File: config.mk
export PLATFORM = sky130hd
export DESIGN_NAME = adc_spi_responder_flat
export DESIGN_NICKNAME = d
export VERILOG_FILES = /design/src/rtl/adc_spi_pkg.sv /design/src/rtl/adc_spi_responder_if.sv /design/src/rtl/spi_pin_sync.sv /design/src/rtl/adc_spi_responder.sv /design/src/flat_wrapper.sv
export SDC_FILE = /design/constraint.sdc
export NUM_CORES = 1
export LEC_CHECK = 0
export CAP_MARGIN = 20
export CORE_MARGIN = 5
export CORE_UTILIZATION = 64
export CTS_CLUSTER_SIZE = 12
export DETAILED_ROUTE_END_ITERATION = 8
export PLACE_DENSITY = 0.82
export SLEW_MARGIN = 20
export SYNTH_ARGS = -nofsm -noshare
export SYNTH_HDL_FRONTEND = slang
export SYNTH_SLANG_ARGS = --single-unit
File: constraint.sdc
create_clock -name sys_clk -period 6.7 [get_ports sys_clk]
set_input_delay 1.34 -clock sys_clk [delete_from_list [all_inputs] [get_ports sys_clk]]
set_output_delay 1.34 -clock sys_clk [all_outputs]
set_load 0.005 [all_outputs]
File: src/rtl/adc_spi_pkg.sv
`default_nettype none
// ============================================================================
// Module   : adc_spi_pkg
// Brief    : Shared types and constants for the AD9648-style SPI responder.
// Revision : 1.0 - initial release
// ============================================================================
package adc_spi_pkg;

  // Frame progress through one chip-select window
  typedef enum logic [2:0] {
    ST_IDLE    = 3'd0,
    ST_INSTR   = 3'd1,
    ST_DATA_WR = 3'd2,
    ST_DATA_RD = 3'd3,
    ST_DONE    = 3'd4
  } state_t;

  // Instruction word layout
  localparam int INSTR_LEN    = 16;
  localparam int INSTR_RW_BIT = 15;
  localparam int INSTR_LEN_HI = 14;
  localparam int INSTR_LEN_LO = 13;
  localparam int ADDR_W       = 13;

  localparam logic [ADDR_W-1:0] ADDR_CHIP_ID = 13'h001;

  // W1W0 byte-count field encodings
  localparam logic [1:0] LEN_1      = 2'b00;
  localparam logic [1:0] LEN_2      = 2'b01;
  localparam logic [1:0] LEN_3      = 2'b10;
  localparam logic [1:0] LEN_STREAM = 2'b11;

  // Number of data bytes for a fixed-length frame; streaming returns 0
  function automatic logic [1:0] byte_count(input logic [1:0] len);
    case (len)
      LEN_1:   byte_count = 2'd1;
      LEN_2:   byte_count = 2'd2;
      LEN_3:   byte_count = 2'd3;
      default: byte_count = 2'd0;
    endcase
  endfunction

endpackage
`default_nettype wire

File: src/rtl/adc_spi_responder_if.sv
`default_nettype none
// ============================================================================
// Module   : adc_spi_responder_if
// Brief    : SPI pins plus register-write side band of the ADC responder.
// Revision : 1.0 - initial release
// ============================================================================
interface adc_spi_responder_if;
  import adc_spi_pkg::*;

  logic              csb;
  logic              sclk;
  logic              sdi;
  logic              sdo;
  logic              sdo_oe;
  logic              reg_wr_en;
  logic [ADDR_W-1:0] reg_wr_addr;
  logic [7:0]        reg_wr_data;
  logic              busy;
  logic              frame_error;

  modport master (
    output csb, sclk, sdi,
    input  sdo, sdo_oe, reg_wr_en, reg_wr_addr, reg_wr_data, busy, frame_error
  );

  modport slave (
    input  csb, sclk, sdi,
    output sdo, sdo_oe, reg_wr_en, reg_wr_addr, reg_wr_data, busy, frame_error
  );

endinterface
`default_nettype wire

File: src/rtl/spi_pin_sync.sv
`default_nettype none
// ============================================================================
// Module   : spi_pin_sync
// Brief    : Multi-stage synchronizer for one SPI pin with optional edge
//            detection. Resets low so a csb held low across reset is never
//            mistaken for a fresh frame start.
// Revision : 1.0 - initial release
// ============================================================================
module spi_pin_sync #(
  parameter int STAGES = 2,
  parameter bit EDGES  = 1'b1
) (
  input  wire logic sys_clk,
  input  wire logic reset_n,
  input  wire logic i_pin,
  output logic      o_level,
  output logic      o_rise,
  output logic      o_fall
);

  logic [STAGES-1:0] r_chain;

  // Shift the asynchronous pin through the synchronizer chain
  always_ff @(posedge sys_clk) begin
    if (!reset_n) r_chain <= '0;
    else          r_chain <= {r_chain[STAGES-2:0], i_pin};
  end

  assign o_level = r_chain[STAGES-1];

  generate
    if (EDGES) begin : g_edges
      logic r_prev;

      // Remember the previous synchronized level for edge detection
      always_ff @(posedge sys_clk) begin
        if (!reset_n) r_prev <= 1'b0;
        else          r_prev <= o_level;
      end

      assign o_rise = o_level & ~r_prev;
      assign o_fall = ~o_level & r_prev;
    end else begin : g_no_edges
      assign o_rise = 1'b0;
      assign o_fall = 1'b0;
    end
  endgenerate

endmodule
`default_nettype wire

File: src/rtl/adc_spi_responder.sv
`default_nettype none
// ============================================================================
// Module   : adc_spi_responder
// Brief    : SPI responder emulating the AD9648 serial port register map.
//            Mode 0, MSB first, 16-bit instruction then data bytes with a
//            decrementing address. All pins oversampled in sys_clk.
// Revision : 1.0 - initial release
// ============================================================================
module adc_spi_responder
  import adc_spi_pkg::*;
#(
  parameter int         ADDR_BITS   = 5,
  parameter logic [7:0] CHIP_ID     = 8'h88,
  parameter int         SYNC_STAGES = 2
) (
  input  wire logic           sys_clk,
  input  wire logic           reset_n,
  adc_spi_responder_if.slave  spi
);

  localparam int NUM_REGS = 1 << ADDR_BITS;

  logic w_csb, w_csb_fall, w_unused_csb_rise;
  logic w_sclk, w_sclk_rise, w_sclk_fall;
  logic w_sdi, w_unused_sdi_rise, w_unused_sdi_fall;
  logic w_unused_sclk_level;

  spi_pin_sync #(.STAGES(SYNC_STAGES), .EDGES(1'b1)) u_sync_csb (
    .sys_clk(sys_clk), .reset_n(reset_n), .i_pin(spi.csb),
    .o_level(w_csb), .o_rise(w_unused_csb_rise), .o_fall(w_csb_fall));

  spi_pin_sync #(.STAGES(SYNC_STAGES), .EDGES(1'b1)) u_sync_sclk (
    .sys_clk(sys_clk), .reset_n(reset_n), .i_pin(spi.sclk),
    .o_level(w_sclk), .o_rise(w_sclk_rise), .o_fall(w_sclk_fall));

  spi_pin_sync #(.STAGES(SYNC_STAGES), .EDGES(1'b0)) u_sync_sdi (
    .sys_clk(sys_clk), .reset_n(reset_n), .i_pin(spi.sdi),
    .o_level(w_sdi), .o_rise(w_unused_sdi_rise), .o_fall(w_unused_sdi_fall));

  assign w_unused_sclk_level = w_sclk;

  state_t                r_state, w_next_state;
  logic [3:0]            r_bit_cnt;
  logic [INSTR_LEN-2:0]  r_shift;
  logic [ADDR_W-1:0]     r_addr;
  logic [1:0]            r_bytes_left;
  logic                  r_stream;
  logic                  r_rd_load;
  logic [7:0]            r_sdo_shift;
  logic                  r_sdo, r_sdo_oe;
  logic                  r_wr_en;
  logic [ADDR_W-1:0]     r_wr_addr;
  logic [7:0]            r_wr_data;
  logic                  r_frame_error;
  logic [7:0]            r_regs [NUM_REGS];

  logic [INSTR_LEN-1:0]  w_instr;
  logic                  w_abort, w_instr_done, w_byte_done, w_last_byte;
  logic                  w_addr_in_range;
  logic [7:0]            w_rd_byte;

  assign w_instr         = {r_shift, w_sdi};
  assign w_last_byte     = !r_stream && (r_bytes_left == 2'd1);
  assign w_addr_in_range = (r_addr[ADDR_W-1:ADDR_BITS] == '0);

  // State register
  always_ff @(posedge sys_clk) begin
    if (!reset_n) r_state <= ST_IDLE;
    else          r_state <= w_next_state;
  end

  // Next-state decode plus frame-boundary events; csb high always wins
  always_comb begin
    w_next_state = r_state;
    w_abort      = 1'b0;
    w_instr_done = 1'b0;
    w_byte_done  = 1'b0;
    case (r_state)
      ST_IDLE: begin
        if (w_csb_fall) w_next_state = ST_INSTR;
      end
      ST_INSTR: begin
        if (w_csb) begin
          w_next_state = ST_IDLE;
          w_abort      = 1'b1;
        end else if (w_sclk_rise && r_bit_cnt == 4'(INSTR_LEN - 1)) begin
          w_instr_done = 1'b1;
          w_next_state = w_instr[INSTR_RW_BIT] ? ST_DATA_RD : ST_DATA_WR;
        end
      end
      ST_DATA_WR, ST_DATA_RD: begin
        if (w_csb) begin
          w_next_state = ST_IDLE;
          w_abort      = (r_bit_cnt != 4'd0);
        end else if (w_sclk_rise && r_bit_cnt == 4'd7) begin
          w_byte_done = 1'b1;
          if (w_last_byte) w_next_state = ST_DONE;
        end
      end
      ST_DONE: begin
        if (w_csb) w_next_state = ST_IDLE;
      end
      default: w_next_state = ST_IDLE;
    endcase
  end

  // Read mux: chip ID is fixed, out-of-range addresses read as zero
  always_comb begin
    w_rd_byte = 8'h00;
    if (r_addr == ADDR_CHIP_ID)  w_rd_byte = CHIP_ID;
    else if (w_addr_in_range)    w_rd_byte = r_regs[r_addr[ADDR_BITS-1:0]];
  end

  // Bit/byte counters, shifters, register file and serial output
  always_ff @(posedge sys_clk) begin
    if (!reset_n) begin
      r_bit_cnt     <= '0;
      r_shift       <= '0;
      r_addr        <= '0;
      r_bytes_left  <= '0;
      r_stream      <= 1'b0;
      r_rd_load     <= 1'b0;
      r_sdo_shift   <= '0;
      r_sdo         <= 1'b0;
      r_sdo_oe      <= 1'b0;
      r_wr_en       <= 1'b0;
      r_wr_addr     <= '0;
      r_wr_data     <= '0;
      r_frame_error <= 1'b0;
      for (int i = 0; i < NUM_REGS; i++) r_regs[i] <= 8'h00;
    end else begin
      r_wr_en       <= 1'b0;
      r_frame_error <= w_abort;
      if (r_state == ST_IDLE) begin
        r_bit_cnt <= '0;
        r_rd_load <= 1'b0;
      end else if (w_csb) begin
        r_bit_cnt <= '0;
        r_rd_load <= 1'b0;
        r_sdo     <= 1'b0;
        r_sdo_oe  <= 1'b0;
      end else if (w_sclk_rise && r_state != ST_DONE) begin
        r_shift   <= w_instr[INSTR_LEN-2:0];
        r_bit_cnt <= (w_instr_done || w_byte_done) ? 4'd0 : r_bit_cnt + 4'd1;
        if (w_instr_done) begin
          r_addr       <= w_instr[ADDR_W-1:0];
          r_stream     <= (w_instr[INSTR_LEN_HI:INSTR_LEN_LO] == LEN_STREAM);
          r_bytes_left <= byte_count(w_instr[INSTR_LEN_HI:INSTR_LEN_LO]);
          r_rd_load    <= w_instr[INSTR_RW_BIT];
        end
        if (w_byte_done) begin
          r_addr <= r_addr - 13'd1;
          if (!r_stream) r_bytes_left <= r_bytes_left - 2'd1;
          if (r_state == ST_DATA_WR) begin
            r_wr_en   <= 1'b1;
            r_wr_addr <= r_addr;
            r_wr_data <= w_instr[7:0];
            if (w_addr_in_range && r_addr != ADDR_CHIP_ID)
              r_regs[r_addr[ADDR_BITS-1:0]] <= w_instr[7:0];
          end else if (!w_last_byte) begin
            r_rd_load <= 1'b1;
          end
        end
      end else if (w_sclk_fall && r_state == ST_DATA_RD) begin
        if (r_rd_load) begin
          r_sdo       <= w_rd_byte[7];
          r_sdo_shift <= {w_rd_byte[6:0], 1'b0};
          r_sdo_oe    <= 1'b1;
          r_rd_load   <= 1'b0;
        end else begin
          r_sdo       <= r_sdo_shift[7];
          r_sdo_shift <= {r_sdo_shift[6:0], 1'b0};
        end
      end
    end
  end

  assign spi.sdo         = r_sdo;
  assign spi.sdo_oe      = r_sdo_oe;
  assign spi.reg_wr_en   = r_wr_en;
  assign spi.reg_wr_addr = r_wr_addr;
  assign spi.reg_wr_data = r_wr_data;
  assign spi.busy        = (r_state != ST_IDLE);
  assign spi.frame_error = r_frame_error;

endmodule
`default_nettype wire

File: src/flat_wrapper.sv
// flat-port wrapper written by rule: the top's interface ports become plain ports
module adc_spi_responder_flat import adc_spi_pkg::*;
#(
  parameter int         ADDR_BITS   = 5,
  parameter logic [7:0] CHIP_ID     = 8'h88,
  parameter int         SYNC_STAGES = 2
)
  (sys_clk, reset_n, spi_csb, spi_sclk, spi_sdi, spi_sdo, spi_sdo_oe, spi_reg_wr_en, spi_reg_wr_addr, spi_reg_wr_data, spi_busy, spi_frame_error);
  adc_spi_responder_if spi_i ();
  input  wire logic sys_clk;
  input  wire logic reset_n;
  input wire logic [$bits(spi_i.csb)-1:0] spi_csb;
  input wire logic [$bits(spi_i.sclk)-1:0] spi_sclk;
  input wire logic [$bits(spi_i.sdi)-1:0] spi_sdi;
  output wire logic [$bits(spi_i.sdo)-1:0] spi_sdo;
  output wire logic [$bits(spi_i.sdo_oe)-1:0] spi_sdo_oe;
  output wire logic [$bits(spi_i.reg_wr_en)-1:0] spi_reg_wr_en;
  output wire logic [$bits(spi_i.reg_wr_addr)-1:0] spi_reg_wr_addr;
  output wire logic [$bits(spi_i.reg_wr_data)-1:0] spi_reg_wr_data;
  output wire logic [$bits(spi_i.busy)-1:0] spi_busy;
  output wire logic [$bits(spi_i.frame_error)-1:0] spi_frame_error;
  assign spi_i.csb = spi_csb;
  assign spi_i.sclk = spi_sclk;
  assign spi_i.sdi = spi_sdi;
  assign spi_sdo = spi_i.sdo;
  assign spi_sdo_oe = spi_i.sdo_oe;
  assign spi_reg_wr_en = spi_i.reg_wr_en;
  assign spi_reg_wr_addr = spi_i.reg_wr_addr;
  assign spi_reg_wr_data = spi_i.reg_wr_data;
  assign spi_busy = spi_i.busy;
  assign spi_frame_error = spi_i.frame_error;
  adc_spi_responder #(.ADDR_BITS(ADDR_BITS), .CHIP_ID(CHIP_ID), .SYNC_STAGES(SYNC_STAGES)) u_core (.sys_clk(sys_clk), .reset_n(reset_n), .spi(spi_i));
endmodule
==> summary.md, run 1 <==
| Metric | Value |
|---|---|
| Clk_skew | 0.0186 ns |
| Die width | 167 um |
| Vias/cell | 6.50 |
| Crit path capture type | register |
| P_int | 0.00345 W |
| Clock Power Share | 42.9% |
| Switch share | 20.8% |
| Core region area | 0.0243 sq mm |
| Finished Core Util | 71.5% |
| Overall global routing resource usage | 27.8% |
| Hold Violations, Final | 0 |
| Synth cell types | 68 |
| Via Count | 10300 |
| DRT Wirelength | 38900 um |
| Static leakage | 5.79 nW |
| Grt total ovfl | 0 |
| Cells after synthesis | 1235 |
| Max Freq | 260 MHz |
| Post CTS Setup Buffer Count | 0 |
| H-Tree Depth | 2 |
| Sink Count | 340 |
| Detailed Routing Iterations Pass 1 | 6 |
| First-pass GRT wire length | 60500 um |
| Initial antenna violation count | 0 |
| Net Switching | 0.000906 W |
| Largest cells by area after synthesis | edfxtp_1 (49%), dfxtp_1 (11%), and2_1 (9.0%), mux4_2 (9.0%), nand2_1 (2.7%) |
| Worst R2R Setup Slack | 2.85 ns |
| Post-synth EDFFs | 256 |
| Crit path top cell by count | inv_1 |
| Fin Hold WS | 0.439 ns |
| Total CTS buffers | 36 |
| # rows | 57 |
| Max-slew violations | 0 |
| Reg2reg start | u_core.r_addr[1]$_SDFFE_PN0N_ |
| Crit path required time | 6.89 ns |
| Buf/Inv on CP | 3 |
| Yosys warns | 0 |
| Pwr/cell area | 250 mW/mm^2 |
| Cell taking the most area after synthesis | edfxtp_1 |
| Syn Area/Cell | 12.8 sq um |
| Vias in the first global route | 10100 |
| Initial drt markers | 1289 |
| Crit path launch type | register |
| Hold buffer count at CTS | 0 |
| Setup Total Neg Slack | 0 ns |
| Post-placement cell count | 1515 |
| Largest stage delay, worst path | 0.71 ns |
| CTS max path bufs | 3 |
| Yosys top cell area share | 48.5% |
| Highest-count cells in the layout ignoring fill and taps | edfxtp_1 (256), and2_1 (228), nand2_1 (116) |
| I/O Buffers | 30 |
| HPWL after DPL | 23900 um |
| Die ar. | 0.0280 sq mm |
| Area growth from synthesis to layout | 9.72% |
| Sequential fraction of the synthesis area | 59.1% |
| CP Max Fanout | 42 |
| Slowest cell on crit path | inv_1 |
| Final net count | 1245 |
| HP Class | register to register |
| Slew HR | 28.1% |
| Mapped Area | 0.0158 sq mm |
| Crit path cell chain | inv_1, ha_1, inv_1, or4_1, nand4_4, buf_4, nor3_1, nand2b_1 |
| Routability congestion estimate | 0.899 |
| Most common cell after layout, fill and taps aside | edfxtp_1 |
| Fin crit share | 57.5% |
| TritonCTS clock tree | built |
| Antenna diodes | 0 |
| Post-route minimum period | 3.85 ns |
| Pin count of the biggest net entering global routing | 58 |
| Detailed-route wire length per cell | 24.6 um |
| Worst R2R Path Depth | 8 |
| Async SR Flop Fraction | 0% |
| Synth Flop Type | edfxtp_1 |
| Max IR drop VDD | 0.000212 V |
| Ports | 31 |
| Seq cells post-synth | 340 |
| WS Path Type | register to register |
| Status | finished clean |
| Share of cells above drive strength 1 | 14.0% |
| Clock-pin slew on the worst setup and hold paths | 0.06 ns |
| Comb power frac | 2.5% |
| Drt drc | 0 |
| Crit path max-delay family | simple AND/OR/NAND/NOR gates |
| Sequential share of power | 54.6% |
| Hold Path End | u_core.u_sync_sclk.r_chain[1]$_SDFF_PN0_ |
| Starting Density | 65.2% |
| FF-to-FF End | u_core.r_regs[31][1]$_SDFFCE_PN0P_ |
| Post-route antenna net violation count | 0 |
| Final Non-Filler Cells | 1580 |
| Clk_lat worst skew | 0.53 ns |
| # setup viols final | 0 |
| Unrepaired setup endpoints after global routing | false |
| Hold path startpoint | u_core.u_sync_sclk.r_chain[0]$_SDFF_PN0_ |
| Post-cts repair resize count | 0 |
| Die Height | 167 um |
| Hold Crit Depth | 1 |
| Slew @ Worst Pin | 1.08 ns |
| Worst EP arrival | 4.04 ns |
| Max-cap violations | 0 |
| Root Buffer | clkbuf_16 |
[power groups by stage]
stage,logic [W],clock network [W],registers (W)
6_report,0.000108,0.00187,0.00238
5_1_grt,0.000115,0.00197,0.00238
4_1_cts,0.000107,0.00188,0.00238
3_5_place_dp,0.000106,0,0.00242
3_3_place_gp,0.000104,0,0.00242
2_1_floorplan,0.0000764,0,0.00240
[per-layer routing]
metal	global-route usage, %	vias up	wire (um)
li1	-	4513	-
met1	38.7	5058	14900
met2	45.0	590	18800
met3	5.04	105	3950
met4	9.00	0	1260
met5	0	-	0
[synth_stat cells (10+ instances only)]
library cell / number
a21oi_1: 61
dfxtp_1: 84
clkbuf_1: 64
nand2b_1: 40
inv_1: 17
buf_2: 12
nor2_1: 32
buf_1: 10
mux4_2: 63
nor3_1: 12
ha_1: 10
nand3_1: 11
and2_1: 228
mux2i_1: 17
edfxtp_1: 256
nor4_1: 35
o21ai_0: 22
nand2_1: 116
nor3_4: 25
[kinds of logic (layout without fill, tap and decap cells)]
| family | Yosys count | count (layout) | synth area share (%) |
|---|---|---|---|
| flip-flops | 340 | 340 | 59.1 |
| XOR/XNOR | 3 | 3 | 0.166 |
| multiplexers | 84 | 84 | 10.3 |
| buffers and inverters | 113 | 127 | 3.06 |
| AND/OR/NAND/NOR | 542 | 542 | 20.9 |
| AO/OA/AOI/OAI | 142 | 142 | 5.65 |
| other | 1 | 8 | 0.0237 |
| adder cells (fa/ha/maj) | 10 | 10 | 0.790 |
[final cells by class]
type	count	area (sq um)
Clock inverter	7	38.8
Sequential cell	340	9390
Tap cell	324	405
Clock buffer	57	1040
Multi-Input combinational cell	789	6030
Timing Repair Buffer	44	418
Fill cell	1592	6930
Inverter	19	71.3
[how the worst max path moves through the flow]
stage	start	endpoint	slack, ns	cells past startpoint
floorplan	reset_n	u_core.r_regs[25][0]$_SDFFCE_PN0P_	3.84	6
global placement	reset_n	u_core.r_regs[29][1]$_SDFFCE_PN0P_	3.08	7
detailed placement	u_core.r_addr[1]$_SDFFE_PN0N_	u_core.r_regs[30][6]$_SDFFCE_PN0P_	2.96	8
CTS	u_core.r_addr[1]$_SDFFE_PN0N_	u_core.r_regs[31][1]$_SDFFCE_PN0P_	2.94	8
global route	u_core.r_addr[1]$_SDFFE_PN0N_	u_core.r_regs[31][1]$_SDFFCE_PN0P_	2.65	8
finish	u_core.r_addr[1]$_SDFFE_PN0N_	u_core.r_regs[31][1]$_SDFFCE_PN0P_	2.85	8
[per-stage QoR]
stage	power [W]	setup WS, ns	cell area [sq um]
global route	0.00447	2.65	17400
floorplan	0.00247	3.84	15900
CTS	0.00436	2.94	17400
finish	0.00435	2.85	17400
global placement	0.00252	3.08	16300
detailed placement	0.00253	2.96	16300
[registers in the layout, indices dropped and copies added (netlist names), 2 cells and up, named ones only]
signal                      count
u_core.r_bit_cnt                4
u_core.u_sync_sclk.r_chain      2
u_core.r_regs                 256
u_core.spi.reg_wr_addr         13
u_core.r_addr                  13
u_core.u_sync_csb.r_chain       2
u_core.r_sdo_shift              7
u_core.r_shift                 15
u_core.r_bytes_left             2
u_core.spi.reg_wr_data          8
u_core.u_sync_sdi.r_chain       2
u_core.r_state                  3
(Power assumes the default switching activity.)
==> inputs of run 2 (changes only) <==
--- a/config.mk
+++ b/config.mk
@@ -7,10 +7,10 @@
 export LEC_CHECK = 0
 export CAP_MARGIN = 20
 export CORE_MARGIN = 5
-export CORE_UTILIZATION = 64
+export CORE_UTILIZATION = 62
 export CTS_CLUSTER_SIZE = 12
 export DETAILED_ROUTE_END_ITERATION = 8
-export PLACE_DENSITY = 0.82
+export PLACE_DENSITY = 0.79
 export SLEW_MARGIN = 20
 export SYNTH_ARGS = -nofsm -noshare
 export SYNTH_HDL_FRONTEND = slang
==> constraint.sdc (replaced) <==
create_clock -name sys_clk -period 3.55 [get_ports sys_clk]
set_input_delay 0.71 -clock sys_clk [delete_from_list [all_inputs] [get_ports sys_clk]]
set_output_delay 0.71 -clock sys_clk [all_outputs]
set_load 0.005 [all_outputs]
==> run 2 against run 1 <==
Net effect: critical endpoint is now u_core.r_regs[29][7]$_SDFFCE_PN0P_; via count grew 1.5%; global-route usage is essentially flat; critical path depth grew 1; total power grew 87%; first-iteration DRC count grew 12%; clock skew shrank 0.0081 ns; final cell count grew 1.7%; largest cell class unchanged; design area grew 1.0%; largest power group unchanged.
==> summary.md, run 2 (synthesized netlist as in run 1, its figures left out) <==
| Metric | Value |
|---|---|
| Crit path max-delay family | simple AND/OR/NAND/NOR gates |
| Vias in the first global route | 10200 |
| Die Height | 170 um |
| Hold Violations, Final | 0 |
| # rows | 58 |
| Initial antenna violation count | 0 |
| Routability congestion estimate | 0.893 |
| Crit path cell chain | ha_1, nand4b_1, nor4_1, buf_4, nand4_4, buf_12, nor3_1, buf_4, nand2b_1 |
| Post-cts repair resize count | 0 |
| Setup Total Neg Slack | 0 ns |
| Hold path startpoint | u_core.u_sync_sdi.r_chain[0]$_SDFF_PN0_ |
| Wire length on met2 | 19100 um |
| CTS max path bufs | 3 |
| Static leakage | 5.90 nW |
| Grt total ovfl | 0 |
| Antenna diodes | 0 |
| Final instance area | 0.0176 sq mm |
| CP Max Fanout | 35 |
| I/O Buffers | 30 |
| HP Class | register to register |
| Max-slew violations | 0 |
| HPWL after DPL | 25100 um |
| Total CTS buffers | 36 |
| H-Tree Depth | 2 |
| Max-cap violations | 0 |
| Share of cells above drive strength 1 | 15.5% |
| Die width | 170 um |
| WS Path Type | register to register |
| Buf/Inv on CP | 3 |
| Vias/cell | 6.48 |
| Pwr/cell area | 464 mW/mm^2 |
| Root Buffer | clkbuf_16 |
| Highest-count cells in the layout ignoring fill and taps | edfxtp_1 (256), and2_1 (228), nand2_1 (116) |
| DRT Wirelength | 40100 um |
| Worst R2R Setup Slack | 0.17 ns |
| Core region area | 0.0252 sq mm |
| Area growth from synthesis to layout | 10.8% |
| Ports | 31 |
| Detailed Routing Iterations Pass 1 | 6 |
| Starting Density | 62.9% |
| Max reg flops | 256 |
| Post-route antenna net violation count | 0 |
| Post CTS Setup Buffer Count | 0 |
| Clk_skew | 0.0105 ns |
| Post-Place Cell Area | 0.0165 sq mm |
| Largest reg by FF count | u_core.r_regs |
| Clk_lat worst skew | 0.51 ns |
| Most common cell after layout, fill and taps aside | edfxtp_1 |
| Overall global routing resource usage | 27.7% |
| Final net count | 1270 |
| Top routing layer in use | met4 |
| Die ar. | 0.0289 sq mm |
| Initial drt markers | 1439 |
| Crit path launch type | register |
| Post-Route M1 WL | 15300 um |
| Worst R2R Path Depth | 9 |
| TritonCTS clock tree | built |
| Crit path top cell by count | buf_4 |
| Worst EP arrival | 3.54 ns |
| Via Count | 10400 |
| FF-to-FF End | u_core.r_regs[29][7]$_SDFFCE_PN0P_ |
| Hold Crit Depth | 1 |
| Detailed-route wire length per cell | 24.9 um |
| Status | finished clean |
| Crit path required time | 3.71 ns |
| Clock-pin slew on the worst setup and hold paths | 0.06 ns |
| Reg2reg start | u_core.r_bit_cnt[0]$_SDFFE_PP0N_ |
| Unrepaired setup endpoints after global routing | false |
| Top Registers | u_core.r_regs: 256 flops, u_core.r_shift: 15 flops |
| Hold Path End | u_core.u_sync_sdi.r_chain[1]$_SDFF_PN0_ |
| Drt drc | 0 |
| Fin crit share | 95.1% |
| # setup viols final | 0 |
| Slew @ Worst Pin | 1.08 ns |
| Max IR drop VDD | 0.000525 V |
| Met3 WL | 4220 um |
| Largest stage delay, worst path | 0.39 ns |
| First-pass GRT wire length | 60500 um |
| Crit path capture type | register |
| Sink Count | 340 |
| Slew HR | 27.6% |
| Pin count of the biggest net entering global routing | 58 |
| Post-route minimum period | 3.38 ns |
| Slowest cell on crit path | dfxtp_1 |
| Max Freq | 296 MHz |
| Crit path from | u_core.r_bit_cnt[0]$_SDFFE_PP0N_ |
## run 2: area by class of cell
class | instances | area [sq um]
flip-flops and latches | 340 | 9380
fillers | 1631 | 7610
well taps | 330 | 413
clock buffers | 53 | 996
inverters | 19 | 71.3
multi-input cells | 790 | 6040
clock inverters | 7 | 57.6
repair buffers | 68 | 606
## run 2: through the flow
stage / worst slack, ns / hold WS, ns / total power [W] / util, % / instances
4_1_cts: 0.132 / 0.434 / 0.00818 / 69.7 / 1606
6_report: 0.174 / 0.429 / 0.00816 / 69.8 / 1607
2_1_floorplan: 1.01 / 0.412 / 0.00467 / - / 1242
3_5_place_dp: 0.266 / 0.424 / 0.00477 / 65.5 / 1546
5_1_grt: 0.0292 / 0.439 / 0.00838 / 69.8 / 1607
3_3_place_gp: 0.421 / 0.414 / 0.00476 / 65.5 / 1546
## run 2: worst reg2reg max path: stages, from the launching register on
cell and delay, ns:
dfxtp_1 0.39, ha_1 0.25, nand4b_1 0.33, nor4_1 0.36, buf_4 0.21, nand4_4 0.27, buf_12 0.33, nor3_1 0.31
buf_4 0.21, nand2b_1 0.36
## run 2: worst max path at each step
stage                                         end  cells past startpoint
6_report       u_core.r_regs[29][7]$_SDFFCE_PN0P_                      9
2_1_floorplan  u_core.r_regs[25][0]$_SDFFCE_PN0P_                      7
5_1_grt        u_core.r_regs[29][4]$_SDFFCE_PN0P_                      9
4_1_cts        u_core.r_regs[29][7]$_SDFFCE_PN0P_                      9
3_5_place_dp   u_core.r_regs[29][5]$_SDFFCE_PN0P_                      9
3_3_place_gp   u_core.r_regs[29][5]$_SDFFCE_PN0P_                      9
## run 2: repair_timing
| action | 4_1_cts | 5_1_grt |
|---|---|---|
| hold endpoints to repair | 0 | 0 |
| setup endpoints to repair | 0 | 8 |
| hold buffers | 0 | 0 |
## run 2: layer usage
metal  track usage, %  vias to the layer above
met5                0                        -
met4             10.6                        0
met3             5.60                      125
met2             43.7                      615
met1             38.7                     5115
li1                 -                     4566
## run 2: where the power goes
group,internal [W],total [W],switching (W)
Sequential,0.00442,0.00449,0.0000670
Clock,0.00201,0.00347,0.00146
Combinational,0.0000736,0.000203,0.000130
